[config.mk]
export PLATFORM = sky130hd
export DESIGN_NAME = trip_odometer
export DESIGN_NICKNAME = d
export VERILOG_FILES = /design/src/rtl/trip_odometer.sv
export SDC_FILE = /design/constraint.sdc
export NUM_CORES = 1
export LEC_CHECK = 0
export BUFFER_PORTS_ARGS = -buffer_cell sky130_fd_sc_hd__buf_4
export CAP_MARGIN = 20
export CORE_UTILIZATION = 55
export CTS_CLUSTER_SIZE = 40
export DETAILED_ROUTE_END_ITERATION = 10
export PLACE_DENSITY = 0.75
export SLEW_MARGIN = 20
export SYNTH_ARGS = -nofsm -noshare
export SYNTH_HDL_FRONTEND = slang
export SYNTH_SLANG_ARGS = --single-unit
[constraint.sdc]
create_clock -name clock -period 7.55 [get_ports clock]
set_clock_uncertainty 0.1 [all_clocks]
set_input_delay 0.755 -clock clock [delete_from_list [all_inputs] [get_ports clock]]
set_output_delay 0.755 -clock clock [all_outputs]
set_load 0.01 [all_outputs]
[src/rtl/trip_odometer.sv]
// trip_odometer: reed-switch conditioning (synchronise, debounce, edge-detect)
// feeding two distance counters, a clearable trip counter and a lifetime
// total counter. Each counter carries a centimetre remainder so wheel
// circumferences that are not a multiple of the distance unit add up exactly.
module trip_odometer #(
    parameter int CIRC_W   = 8,
    parameter int DIST_W   = 14,
    parameter int UNIT_CM  = 10000,
    parameter int DEBOUNCE = 1,
    parameter int SATURATE = 1
) (
    input  logic              clock,
    input  logic              reset,
    input  logic              reed,
    input  logic [CIRC_W-1:0] circ,
    input  logic              trip_clear,
    output logic [DIST_W-1:0] distance_trip,
    output logic [DIST_W-1:0] distance_total,
    output logic              trip_ovf,
    output logic              total_ovf,
    output logic              rev_pulse
);

    // The remainder plus one circumference must fit without wrapping.
    localparam int ACC_W = $clog2(UNIT_CM + 2**CIRC_W);
    localparam int CNT_W = $clog2(DEBOUNCE + 1);

    localparam logic [ACC_W-1:0]  UNIT  = ACC_W'(UNIT_CM);
    localparam logic [CNT_W-1:0]  DEB_N = CNT_W'(DEBOUNCE);
    localparam logic [DIST_W-1:0] DMAX  = '1;

    logic             sync1;
    logic             sync2;
    logic             deb;
    logic             deb_nx;
    logic [CNT_W-1:0] deb_cnt;
    logic [CNT_W-1:0] deb_cnt_nx;
    logic [CNT_W-1:0] deb_cnt_inc;
    logic             rev;

    logic [ACC_W-1:0]  circ_ext;
    logic [ACC_W-1:0]  acc_trip;
    logic [ACC_W-1:0]  acc_total;
    logic [ACC_W-1:0]  sum_trip;
    logic [ACC_W-1:0]  sum_total;
    logic [ACC_W-1:0]  acc_trip_nx;
    logic [ACC_W-1:0]  acc_total_nx;
    logic [DIST_W-1:0] dist_trip_nx;
    logic [DIST_W-1:0] dist_total_nx;
    logic              trip_ovf_nx;
    logic              total_ovf_nx;

    assign circ_ext    = ACC_W'(circ);
    assign deb_cnt_inc = deb_cnt + CNT_W'(1);

    // Two-flop synchroniser for the asynchronous reed level.
    always_ff @(posedge clock) begin
        if (reset) begin
            sync1 <= 1'b0;
            sync2 <= 1'b0;
        end else begin
            sync1 <= reed;
            sync2 <= sync1;
        end
    end

    // Debounce: a level change is accepted once it has been seen on DEBOUNCE
    // consecutive samples; any agreeing sample restarts the count.
    always_comb begin
        deb_nx     = deb;
        deb_cnt_nx = '0;
        if (sync2 != deb) begin
            if (deb_cnt_inc == DEB_N) begin
                deb_nx = ~deb;
            end else begin
                deb_cnt_nx = deb_cnt_inc;
            end
        end
        rev = deb_nx & ~deb;
    end

    // Debounced level, its counter and the registered revolution pulse.
    always_ff @(posedge clock) begin
        if (reset) begin
            deb       <= 1'b0;
            deb_cnt   <= '0;
            rev_pulse <= 1'b0;
        end else begin
            deb       <= deb_nx;
            deb_cnt   <= deb_cnt_nx;
            rev_pulse <= rev;
        end
    end

    // Trip counter next state: add one circumference, carry at most one unit.
    always_comb begin
        sum_trip     = acc_trip + circ_ext;
        acc_trip_nx  = sum_trip;
        dist_trip_nx = distance_trip;
        trip_ovf_nx  = trip_ovf;
        if (sum_trip >= UNIT) begin
            acc_trip_nx = sum_trip - UNIT;
            if (distance_trip == DMAX) begin
                trip_ovf_nx  = 1'b1;
                dist_trip_nx = (SATURATE != 0) ? DMAX : '0;
            end else begin
                dist_trip_nx = distance_trip + DIST_W'(1);
            end
        end
    end

    // Total counter next state: same arithmetic as the trip counter.
    always_comb begin
        sum_total     = acc_total + circ_ext;
        acc_total_nx  = sum_total;
        dist_total_nx = distance_total;
        total_ovf_nx  = total_ovf;
        if (sum_total >= UNIT) begin
            acc_total_nx = sum_total - UNIT;
            if (distance_total == DMAX) begin
                total_ovf_nx  = 1'b1;
                dist_total_nx = (SATURATE != 0) ? DMAX : '0;
            end else begin
                dist_total_nx = distance_total + DIST_W'(1);
            end
        end
    end

    // Trip registers: clear has priority over a coincident revolution.
    always_ff @(posedge clock) begin
        if (reset || trip_clear) begin
            acc_trip      <= '0;
            distance_trip <= '0;
            trip_ovf      <= 1'b0;
        end else if (rev_pulse) begin
            acc_trip      <= acc_trip_nx;
            distance_trip <= dist_trip_nx;
            trip_ovf      <= trip_ovf_nx;
        end
    end

    // Total registers: only reset clears them.
    always_ff @(posedge clock) begin
        if (reset) begin
            acc_total      <= '0;
            distance_total <= '0;
            total_ovf      <= 1'b0;
        end else if (rev_pulse) begin
            acc_total      <= acc_total_nx;
            distance_total <= dist_total_nx;
            total_ovf      <= total_ovf_nx;
        end
    end

endmodule

== Word-level counts from Yosys, hierarchy flattened ==
Index checks and enable logic that the tools add are counted.
W data, S select, Z words.
Storage, ports and cells
  logic and storage cells: 33
  bits in registers: 62
  input port bits: 12
  output and inout port bits: 31
Cells by class
  equal/unequal tests: 3
  bitwise operators: 2
  $add $sub $neg: 6
  magnitude comparators: 2
  mux-type cells: 5
  reduce and logical (&&, ||, !) cells: 5
Operator list (number)
  $mux W14: 4
  $add A14 B1 Y14 const B: 2
  $add A14 B8 Y14: 2
  $eq A14 B14 Y1 const B: 2
  $ge A14 B14 Y1 const B: 2
  $sub A14 B14 Y14 const B: 2
  $reduce_and A3 Y1: 2
  $reduce_and A2 Y1: 2
  $and A1 B1 Y1: 1
  $logic_or A1 B1 Y1: 1
  $mux W1: 1
  $ne A1 B1 Y1: 1
  $not A1 Y1: 1

== Depth between registers and ports, before layout ==
Gate-level depths: netlist (run 1).
  word-level depth: 3
  depth in mapped cells: 14
  mapped depth without buffers: 14

== Worst setup path before layout (run 1) ==
OpenSTA, ideal clock, no wires.
  path kind: input-to-reg
  from: input port circ[0]
  to: register acc_trip[12]
  buffers on the path: 1
  data arrival time: 3.659 ns
  slack: 3.720 ns
  stages on the path: 12
  cells stage by stage: ha_1 fa_1 a211oi_1 o211ai_1 and2_1 clkbuf_1 a311o_1 a22o_1 a211oi_1 mux2_2 a21o_1 a21oi_1
On the way
  longest elaborated chain between the ends: 3
Ends and longest elaborated chain
  from (decl): line 15  | input logic [CIRC_W-1:0] circ,
  $add A14 B8 Y14 (*): line 97  | sum_trip = acc_trip + circ_ext;
  $sub A14 B14 Y14 or $ge A14 B14 Y1 (tied branches): line 102, 101
  $mux W14 (*): line 101  | if (sum_trip >= UNIT) begin
  to (signal assigned): line 136  | acc_trip <= acc_trip_nx;
  to (decl): line 42  | logic [ACC_W-1:0] acc_trip;
Every way passes the cells marked *; elsewhere a longest branch is shown, timed or not.
A chain may end at the register's enable or synchronous reset.

== Worst setup path after layout (run 1) ==
  from: input port circ[1]
  to: register acc_total[10]
On the way
  longest elaborated chain between the ends: 3
Ends and longest elaborated chain
  $add A14 B8 Y14 (*): line 114  | sum_total = acc_total + circ_ext;
  $sub A14 B14 Y14 or $ge A14 B14 Y1 (tied branches): line 119, 118
  $mux W14 (*): line 118  | if (sum_total >= UNIT) begin
  to (signal assigned): line 149  | acc_total <= acc_total_nx;
  to (decl): line 43  | logic [ACC_W-1:0] acc_total;
Marks and branches as above.

==> flow_metrics.py, run 1 <==
metrics = {
    "floorplan": {
        "initial_core_util": 0.573,
        "fp.dieW_um": 89.2,
        "die-area_um2": 7950,
        "rows": 31,
        "die_y_um": 89.2,
        "io_pins": 43,
        "core-area_um2": 7290,
    },
    "setup_path": {
        "path_common_cell": "ha_1",
        "arrival_ns": 4.33,
        "worstReg2RegStart": "acc_total[1]$_SDFFE_PP0P_",
        "crit_slowest_cell": "nor3_2",
        "reg2reg_depth": 12,
        "path_class": "input port to register",
        "path_max_fanout": 16,
        "path_cells": "buf_4 -> ha_1 -> a211oi_2 -> o21ai_0 -> xnor2_1 -> ha_1 -> nand3_1 -> o2111ai_1 -> a41oi_4 -> nor3_2 -> a41oi_1 -> xor2_1 -> nor2_1",
        "cp-startpoint": "circ[1]",
        "setup.worst_path.end_class": "register",
        "worstSetupStartpointType": "input port",
        "slowest_delay_ns": 0.80,
        "timing.reg2reg.setup_slack_ns": 3.53,
        "crit_required_ns": 7.66,
        "reg2reg_to": "acc_total[10]$_SDFFE_PP0P_",
    },
    "logic_synthesis": {
        "avgSynthCellArea_um2": 8.26,
        "synth_common_cells": "nor2_1 (67), dfxtp_1 (62), nand2_1 (34)",
        "yosysTopAreaCell": "dfxtp_1",
        "synth.cell_area_um2": 4180,
        "synth_top_area_share": 0.297,
        "ys_types": 66,
        "yosys_warnings": 0,
        "yosys_register_bits": 62,
        "syn_inst": 506,
        "syn_nets": 543,
        "synthArstFlopShare": 0,
        "post-synth-top-count-cell": "nor2_1",
        "synth-main-ff-cell": "dfxtp_1",
        "synth_edf_count": 0,
        "synth_area_leaders": "dfxtp_1 (30%), ha_1 (6.9%), nor2_1 (6.0%)",
        "ys_seq_area_frac": 0.297,
    },
    "placement": {
        "dp_slack_ns": 3.06,
        "gp_congestion": 0.856,
        "place_area_um2": 4530,
        "io_buffers": 42,
        "dp.final_hpwl_mm": 6.87,
    },
    "clock_tree": {
        "cts_resized": 0,
        "cts.sinks": 62,
        "numCtsBuffers": 9,
        "ctsHoldBuffers": 0,
        "clock_latency_ns": 0.34,
        "cts_buffer_depth": 2,
        "tritoncts": "built",
        "htreeDepth": 3,
        "post_cts_buffers": 0,
        "cts_root_buf": "clkbuf_8",
        "clk_pin_slew_ns": 0.07,
    },
    "timing": {
        "fin_crit_sh": 0.559,
        "slew_violations": 0,
        "whs_ns": 0.341,
        "finalWorstSetupSlack_ns": 3.33,
        "hold_violations": 0,
        "period_needed_ns": 4.22,
        "timing.fmax_mhz": 237,
        "final.setup.tns_ns": 0,
        "relSlewSlack": 0.332,
        "worstMarginPinSlew_ns": 0.997,
        "grt_setup_unrepaired": "no",
        "setup_viol": 0,
    },
    "finish": {
        "area_delta_synth_final_pct": 13.2,
        "diodes": 0,
        "drive_gt1_frac": 0.151,
        "finish.instance_area_um2": 4730,
        "fill_cells": 656,
        "regArea_um2": 1240,
        "multi_input_area_um2": 2800,
        "nNetsFinal": 575,
    },
    "routing": {
        "drt.antenna.violating_nets": 0,
        "vias_per_cell": 6.08,
        "drc": 0,
        "wl_per_cell_um": 15.1,
        "vias": 3902,
        "drtIter0Drc": 241,
        "drt_first_pass_iters": 5,
        "wl_mm": 9.72,
    },
    "global_route": {
        "first_global_vias": 3490,
        "antenna_found_initial": 0,
        "grt_pass1_wl_mm": 16.0,
        "grt_max_degree": 45,
        "track_usage": 0.257,
        "overflow": 0,
    },
    "hold_path": {
        "worstHoldStart": "sync1$_SDFF_PP0_",
        "whs_path_depth": 1,
        "min_delay_worst_endpoint": "sync2$_SDFF_PP0_",
        "min_path_type": "register to register",
    },
    "power_and_ir_drop": {
        "p_leak_nw": 1.72,
        "power_per_cell_area_nw_per_um2": 157,
        "vdd_drop_max_mv": 0.0891,
        "fin_total_pwr_w": 0.000742,
    },
    "outcome": {
        "status": "finished clean",
    },
    "job": {
        "drv_cap": 0,
    },
}
==> cell usage in the layout, fill, tap and decap left out, types with 6 or more instances in the layout <==
master	synthesis	routed
nor2_1	67	67
nor3_1	17	17
buf_4	2	43
nand3_1	17	17
a21oi_1	33	33
o211ai_1	9	9
inv_1	12	12
nand2_1	34	34
nor2b_1	6	6
and3_1	12	12
a211oi_1	26	26
clkbuf_8	0	10
xor2_1	8	8
a311oi_1	11	11
nand4_1	11	11
a21o_1	10	10
dfxtp_1	62	62
ha_1	23	23
o21ai_0	16	16
mux2i_1	11	11
xnor2_1	19	19
==> worst max-delay path, delay by kind of cell <==
kind | cells | cell delay, ns
XOR/XNOR | 2 | 0.58
adder cells (fa/ha/maj) | 2 | 0.53
AO/OA/AOI/OAI | 5 | 1.39
buffers and inverters | 1 | 0.14
AND/OR/NAND/NOR | 3 | 0.94
==> metrics by stage <==
step | utilization | instances
final | 0.649 | 642
after global routing | 0.649 | 642
after CTS | 0.649 | 642
after detailed placement | 0.621 | 626
after global placement | 0.621 | 626
after floorplan | - | 506
==> cell type report <==
cell class / count / share of cell area
multi-input combinational: 410 / 0.592
sequential: 62 / 0.262
timing repair buffer: 43 / 0.0682
clock buffer: 10 / 0.0291
tap: 99 / 0.0262
clock inverter: 6 / 0.0130
inverter: 12 / 0.00952
==> registers in the layout, summed over array words and instances, names as in the netlist, 14 cells and up <==
name / count
acc_total: 14
acc_trip: 14
distance_total: 14
distance_trip: 14
==> power by group <==
group / switching, W / internal (W)
Combinational: 0.0000629 / 0.0000393
Sequential: 0.00000465 / 0.000333
Clock: 0.000142 / 0.000160
Total: 0.000209 / 0.000533
==> logic make-up (layout without fill, tap and decap cells) <==
kind of cell | count (synthesis) | in the layout | synth area share
flip-flops | 62 | 62 | 0.297
AO/OA/AOI/OAI | 148 | 148 | 0.266
multiplexers | 13 | 13 | 0.0317
adder cells (fa/ha/maj) | 25 | 25 | 0.0785
AND/OR/NAND/NOR | 195 | 195 | 0.229
XOR/XNOR | 29 | 29 | 0.0644
buffers and inverters | 34 | 71 | 0.0329
==> how the worst max path moves through the flow <==
stage / to / slack (ns) / cells past startpoint
floorplan: acc_trip[12]$_SDFFE_PP0P_ / 3.72 / 12
global placement: distance_trip[6]$_SDFFE_PP0P_ / 3.22 / 12
detailed placement: acc_total[10]$_SDFFE_PP0P_ / 3.06 / 13
CTS: acc_total[10]$_SDFFE_PP0P_ / 3.37 / 13
global route: acc_total[10]$_SDFFE_PP0P_ / 3.06 / 13
finish: acc_total[10]$_SDFFE_PP0P_ / 3.33 / 13
==> per-layer routing <==
metal,vias up,global-route usage,share of wire
li1,1964,-,-
met1,1812,0.337,0.47
met2,110,0.428,0.47
met3,16,0.0462,0.049
met4,0,0.0823,0.017
met5,-,0,0
Power figures use the tool's default switching activity.
==> run 2: changes to the inputs <==
- clock period: 7.55 -> 4 ns (I/O delays scaled with it)
==> flow_metrics.py, run 2 (synthesis gave the netlist of run 1 again) <==
metrics = {
    "outcome": {
        "status": "finished clean",
    },
    "clock_tree": {
        "cts_buffer_depth": 2,
        "cts_root_buf": "clkbuf_8",
        "cts.sinks": 62,
        "numCtsBuffers": 9,
        "tritoncts": "built",
        "cts_resized": 0,
        "clock_latency_ns": 0.34,
        "ctsHoldBuffers": 0,
        "clk_pin_slew_ns": 0.07,
        "post_cts_buffers": 0,
        "htreeDepth": 3,
    },
    "finish": {
        "finish.instance_area_um2": 4790,
        "fill_cells": 687,
        "multi_input_area_um2": 2800,
        "regArea_um2": 1240,
        "drive_gt1_frac": 0.163,
        "layout_common_cells": "nor2_1 (67), dfxtp_1 (62), buf_4 (51)",
        "area_delta_synth_final_pct": 14.6,
        "mostFrequentLayoutCell": "nor2_1",
        "diodes": 0,
        "nNetsFinal": 583,
    },
    "routing": {
        "vias": 3986,
        "wl_met2_mm": 4.73,
        "drt_first_pass_iters": 4,
        "drt-met1-wl_mm": 4.68,
        "drt.antenna.violating_nets": 0,
        "wl_mm": 10.0,
        "top_layer": "met4",
        "vias_per_cell": 6.13,
        "drc": 0,
        "drtIter0Drc": 188,
        "wl_met3_um": 472,
        "wl_per_cell_um": 15.4,
    },
    "floorplan": {
        "rows": 31,
        "die-area_um2": 7950,
        "core-area_um2": 7290,
        "initial_core_util": 0.573,
        "die_y_um": 89.2,
        "io_pins": 43,
        "fp.dieW_um": 89.2,
    },
    "power_and_ir_drop": {
        "vdd_drop_max_mv": 0.190,
        "fin_total_pwr_w": 0.00139,
        "p_leak_nw": 1.76,
        "power_per_cell_area_nw_per_um2": 291,
    },
    "global_route": {
        "overflow": 0,
        "grt_pass1_wl_mm": 16.2,
        "track_usage": 0.261,
        "first_global_vias": 3535,
        "grt_max_degree": 44,
        "antenna_found_initial": 0,
    },
    "placement": {
        "gp_congestion": 0.979,
        "place_area_um2": 4590,
        "io_buffers": 42,
        "dp.final_hpwl_mm": 7.05,
    },
    "setup_path": {
        "path_cells": "ha_1 -> a211oi_2 -> o21ai_0 -> xnor2_1 -> ha_1 -> nand3_1 -> o2111ai_1 -> a41oi_4 -> a2111oi_4 -> xor2_1 -> nor2_1 -> mux2_1",
        "setup.worst_path.end_class": "register",
        "slowest_delay_ns": 0.38,
        "path_class": "register to register",
        "path_buf_inv": 0,
        "path_max_fanout": 6,
        "path_common_cell": "ha_1",
        "crit_required_ns": 4.12,
        "cp_top_family": "compound AO/OA/AOI/OAI gates",
        "worstSetupStartpointType": "register",
        "crit_slowest_cell": "dfxtp_1",
        "arrival_ns": 3.73,
    },
    "job": {
        "drv_cap": 0,
    },
    "timing": {
        "period_needed_ns": 3.61,
        "relSlewSlack": 0.610,
        "hold_violations": 0,
        "fin_crit_sh": 0.902,
        "setup_viol": 0,
        "grt_setup_unrepaired": "no",
        "timing.fmax_mhz": 277,
        "slew_violations": 0,
        "final.setup.tns_ns": 0,
        "worstMarginPinSlew_ns": 0.585,
    },
    "hold_path": {
        "min_path_type": "input port to register",
    },
}
-- run 2: changes by cell type in the layout (fill, tap and decap cells not counted), sizes merged --
cell / delta
buf: +8
clkbuf: -1
inv: +1
-- run 2: cell type report --
cell class                 instances  share of cell area
inverter                          12             0.00940
sequential                        62               0.259
multi-input combinational        410               0.584
clock buffer                       9              0.0259
timing repair buffer              51              0.0799
tap                               99              0.0259
clock inverter                     7              0.0154
-- run 2: worst register-to-register path, stage by stage (launching register included) --
cell and delay, ns:
dfxtp_1 0.38, ha_1 0.25, a211oi_2 0.38, o21ai_0 0.19, xnor2_1 0.37, ha_1 0.21, nand3_1 0.07, o2111ai_1 0.37
a41oi_4 0.24, a2111oi_4 0.38, xor2_1 0.18, nor2_1 0.06, mux2_1 0.32
-- run 2: report_power, final --
group	switching (W)	internal, W
registers	0.00000852	0.000629
clock network	0.000271	0.000290
logic	0.000120	0.0000767
-- run 2: through the flow --
| stage | setup slack (ns) | std cells | util | hold WS [ns] |
|---|---|---|---|---|
| after floorplan | 0.525 | 506 | - | 0.314 |
| after global placement | 0.303 | 634 | 0.630 | 0.320 |
| after detailed placement | 0.210 | 634 | 0.630 | 0.330 |
| after CTS | 0.395 | 650 | 0.657 | 0.165 |
| after global routing | 0.104 | 650 | 0.657 | 0.167 |
| final | 0.391 | 650 | 0.657 | 0.179 |
-- run 2: routing by layer --
layer  up-vias  global-route usage
li1       1984                   -
met1      1879               0.341
met2       115               0.432
met3         8              0.0563
met4         0              0.0794
met5         -                   0
-- run 2: worst paths after layout --
path,start,to,slack (ns),cells past startpoint
max,acc_total[1]$_SDFFE_PP0P_,acc_total[12]$_SDFFE_PP0P_,0.39,12
min,reed,sync1$_SDFF_PP0_,0.18,2
max reg2reg,acc_total[1]$_SDFFE_PP0P_,acc_total[12]$_SDFFE_PP0P_,0.39,12
min reg2reg,sync1$_SDFF_PP0_,sync2$_SDFF_PP0_,0.35,1
==> run 3: changes to the inputs <==
- CORE_UTILIZATION: 55 -> 60
- PLACE_DENSITY: 0.75 -> 0.81
==> flow_metrics.py, run 3 (synthesis gave the netlist of run 1 again) <==
metrics = {
    "outcome": {
        "status": "finished clean",
    },
    "global_route": {
        "antenna_found_initial": 0,
        "overflow": 0,
        "grt_max_degree": 44,
        "first_global_vias": 3769,
        "grt_pass1_wl_mm": 16.8,
        "track_usage": 0.287,
    },
    "clock_tree": {
        "cts_buffer_depth": 2,
        "clock_latency_ns": 0.35,
        "cts_resized": 0,
        "ctsHoldBuffers": 0,
        "tritoncts": "built",
        "post_cts_buffers": 0,
        "numCtsBuffers": 9,
        "cts.sinks": 62,
        "clk_pin_slew_ns": 0.07,
        "cts_root_buf": "clkbuf_8",
        "htreeDepth": 3,
    },
    "placement": {
        "dp.final_hpwl_mm": 7.06,
        "gp_congestion": 0.954,
        "dp.cells": 612,
        "dp_slack_ns": 0.191,
        "io_buffers": 42,
    },
    "floorplan": {
        "core-area_um2": 6760,
        "die_y_um": 85.4,
        "fp.dieW_um": 85.4,
        "io_pins": 43,
        "initial_core_util": 0.618,
        "rows": 30,
        "die-area_um2": 7300,
    },
    "setup_path": {
        "crit_slowest_cell": "a2111oi_4",
        "setup.worst_path.end_class": "register",
        "path_class": "register to register",
        "worstSetupStartpointType": "register",
        "crit_required_ns": 4.14,
        "path_max_fanout": 6,
        "path_cells": "ha_1 -> a211oi_2 -> o21ai_0 -> xnor2_1 -> ha_1 -> nand3_1 -> o2111ai_1 -> a41oi_4 -> a2111oi_4 -> xor2_1 -> nor2_1 -> mux2_1",
        "slowest_delay_ns": 0.38,
        "path_common_cell": "ha_1",
        "arrival_ns": 3.80,
    },
    "power_and_ir_drop": {
        "power_per_cell_area_nw_per_um2": 311,
        "fin_total_pwr_w": 0.00149,
        "vdd_drop_max_mv": 0.170,
        "p_leak_nw": 1.76,
    },
    "finish": {
        "area_delta_synth_final_pct": 14.4,
        "stdcell_count": 628,
        "drive_gt1_frac": 0.159,
        "mostFrequentLayoutCell": "nor2_1",
        "nNetsFinal": 580,
        "layout_common_cells": "nor2_1 (67), dfxtp_1 (62), buf_4 (48)",
        "diodes": 0,
    },
    "timing": {
        "timing.fmax_mhz": 273,
        "setup_viol": 0,
        "final.setup.tns_ns": 0,
        "slew_violations": 0,
        "relSlewSlack": 0.521,
        "period_needed_ns": 3.67,
        "finalWorstSetupSlack_ns": 0.334,
        "hold_violations": 0,
        "worstMarginPinSlew_ns": 0.713,
        "fin_crit_sh": 0.917,
        "whs_ns": 0.167,
        "grt_setup_unrepaired": "no",
    },
    "routing": {
        "drt.antenna.violating_nets": 0,
        "wl_mm": 10.1,
        "drc": 0,
        "drt-met1-wl_mm": 4.49,
        "wl_per_cell_um": 16.1,
        "wl_met2_mm": 4.94,
        "wl_met3_um": 402,
        "drtIter0Drc": 216,
        "drt_first_pass_iters": 5,
        "vias_per_cell": 6.42,
        "vias": 4033,
        "top_layer": "met4",
    },
    "hold_path": {
        "min_path_type": "input port to register",
    },
    "job": {
        "drv_cap": 0,
    },
}
## run 3: cell types whose count changed in the layout (fill, tap and decap cells not counted)
cell	change
buf_4	-3
bufinv_16	+1
clkbuf_8	+2
clkinv_2	-1
clkinv_4	-1
inv_6	-1
## run 3: final timing paths
path,slack (ns),endpoint,cells past startpoint,from
setup / recovery,0.33,acc_total[12]$_SDFFE_PP0P_,12,acc_total[1]$_SDFFE_PP0P_
hold / removal,0.17,sync1$_SDFF_PP0_,2,reed
setup reg to reg,0.33,acc_total[12]$_SDFFE_PP0P_,12,acc_total[1]$_SDFFE_PP0P_
hold reg to reg,0.36,sync2$_SDFF_PP0_,1,sync1$_SDFF_PP0_
## run 3: per-stage QoR
| stage | utilization | instance area (µm²) |
|---|---|---|
| after global placement | 0.673 | 4550 |
| after global routing | 0.707 | 4780 |
| after CTS | 0.707 | 4780 |
| after detailed placement | 0.673 | 4550 |
| after floorplan | - | 4180 |
| final | 0.707 | 4780 |
## run 3: worst max-delay path: cells and delay by family (launching register included)
| family | cells | cell delay [ns] |
|---|---|---|
| multiplexers | 1 | 0.35 |
| AO/OA/AOI/OAI | 5 | 1.52 |
| AND/OR/NAND/NOR | 2 | 0.23 |
| adder cells (fa/ha/maj) | 2 | 0.47 |
| flip-flops | 1 | 0.37 |
| XOR/XNOR | 2 | 0.50 |
## run 3: routing by layer
metal | GRT usage | up-vias
li1 | - | 1980
met1 | 0.354 | 1913
met2 | 0.485 | 109
met3 | 0.0428 | 31
met4 | 0.144 | 0
met5 | 0 | -
## run 3: cell type report
cell class / count / area (µm²)
Sequential cell: 62 / 1240
Clock inverter: 5 / 81.3
Timing Repair Buffer: 48 / 360
Fill cell: 565 / 1980
Tap cell: 80 / 100
Multi-Input combinational cell: 410 / 2800
Inverter: 12 / 45.0
Clock buffer: 11 / 151
## run 3: where the power goes
group	leakage, nW	switching, W	internal (W)
combinational	1.15	0.000121	0.0000770
sequential	0.501	0.00000907	0.000629
clock	0.116	0.000265	0.000385
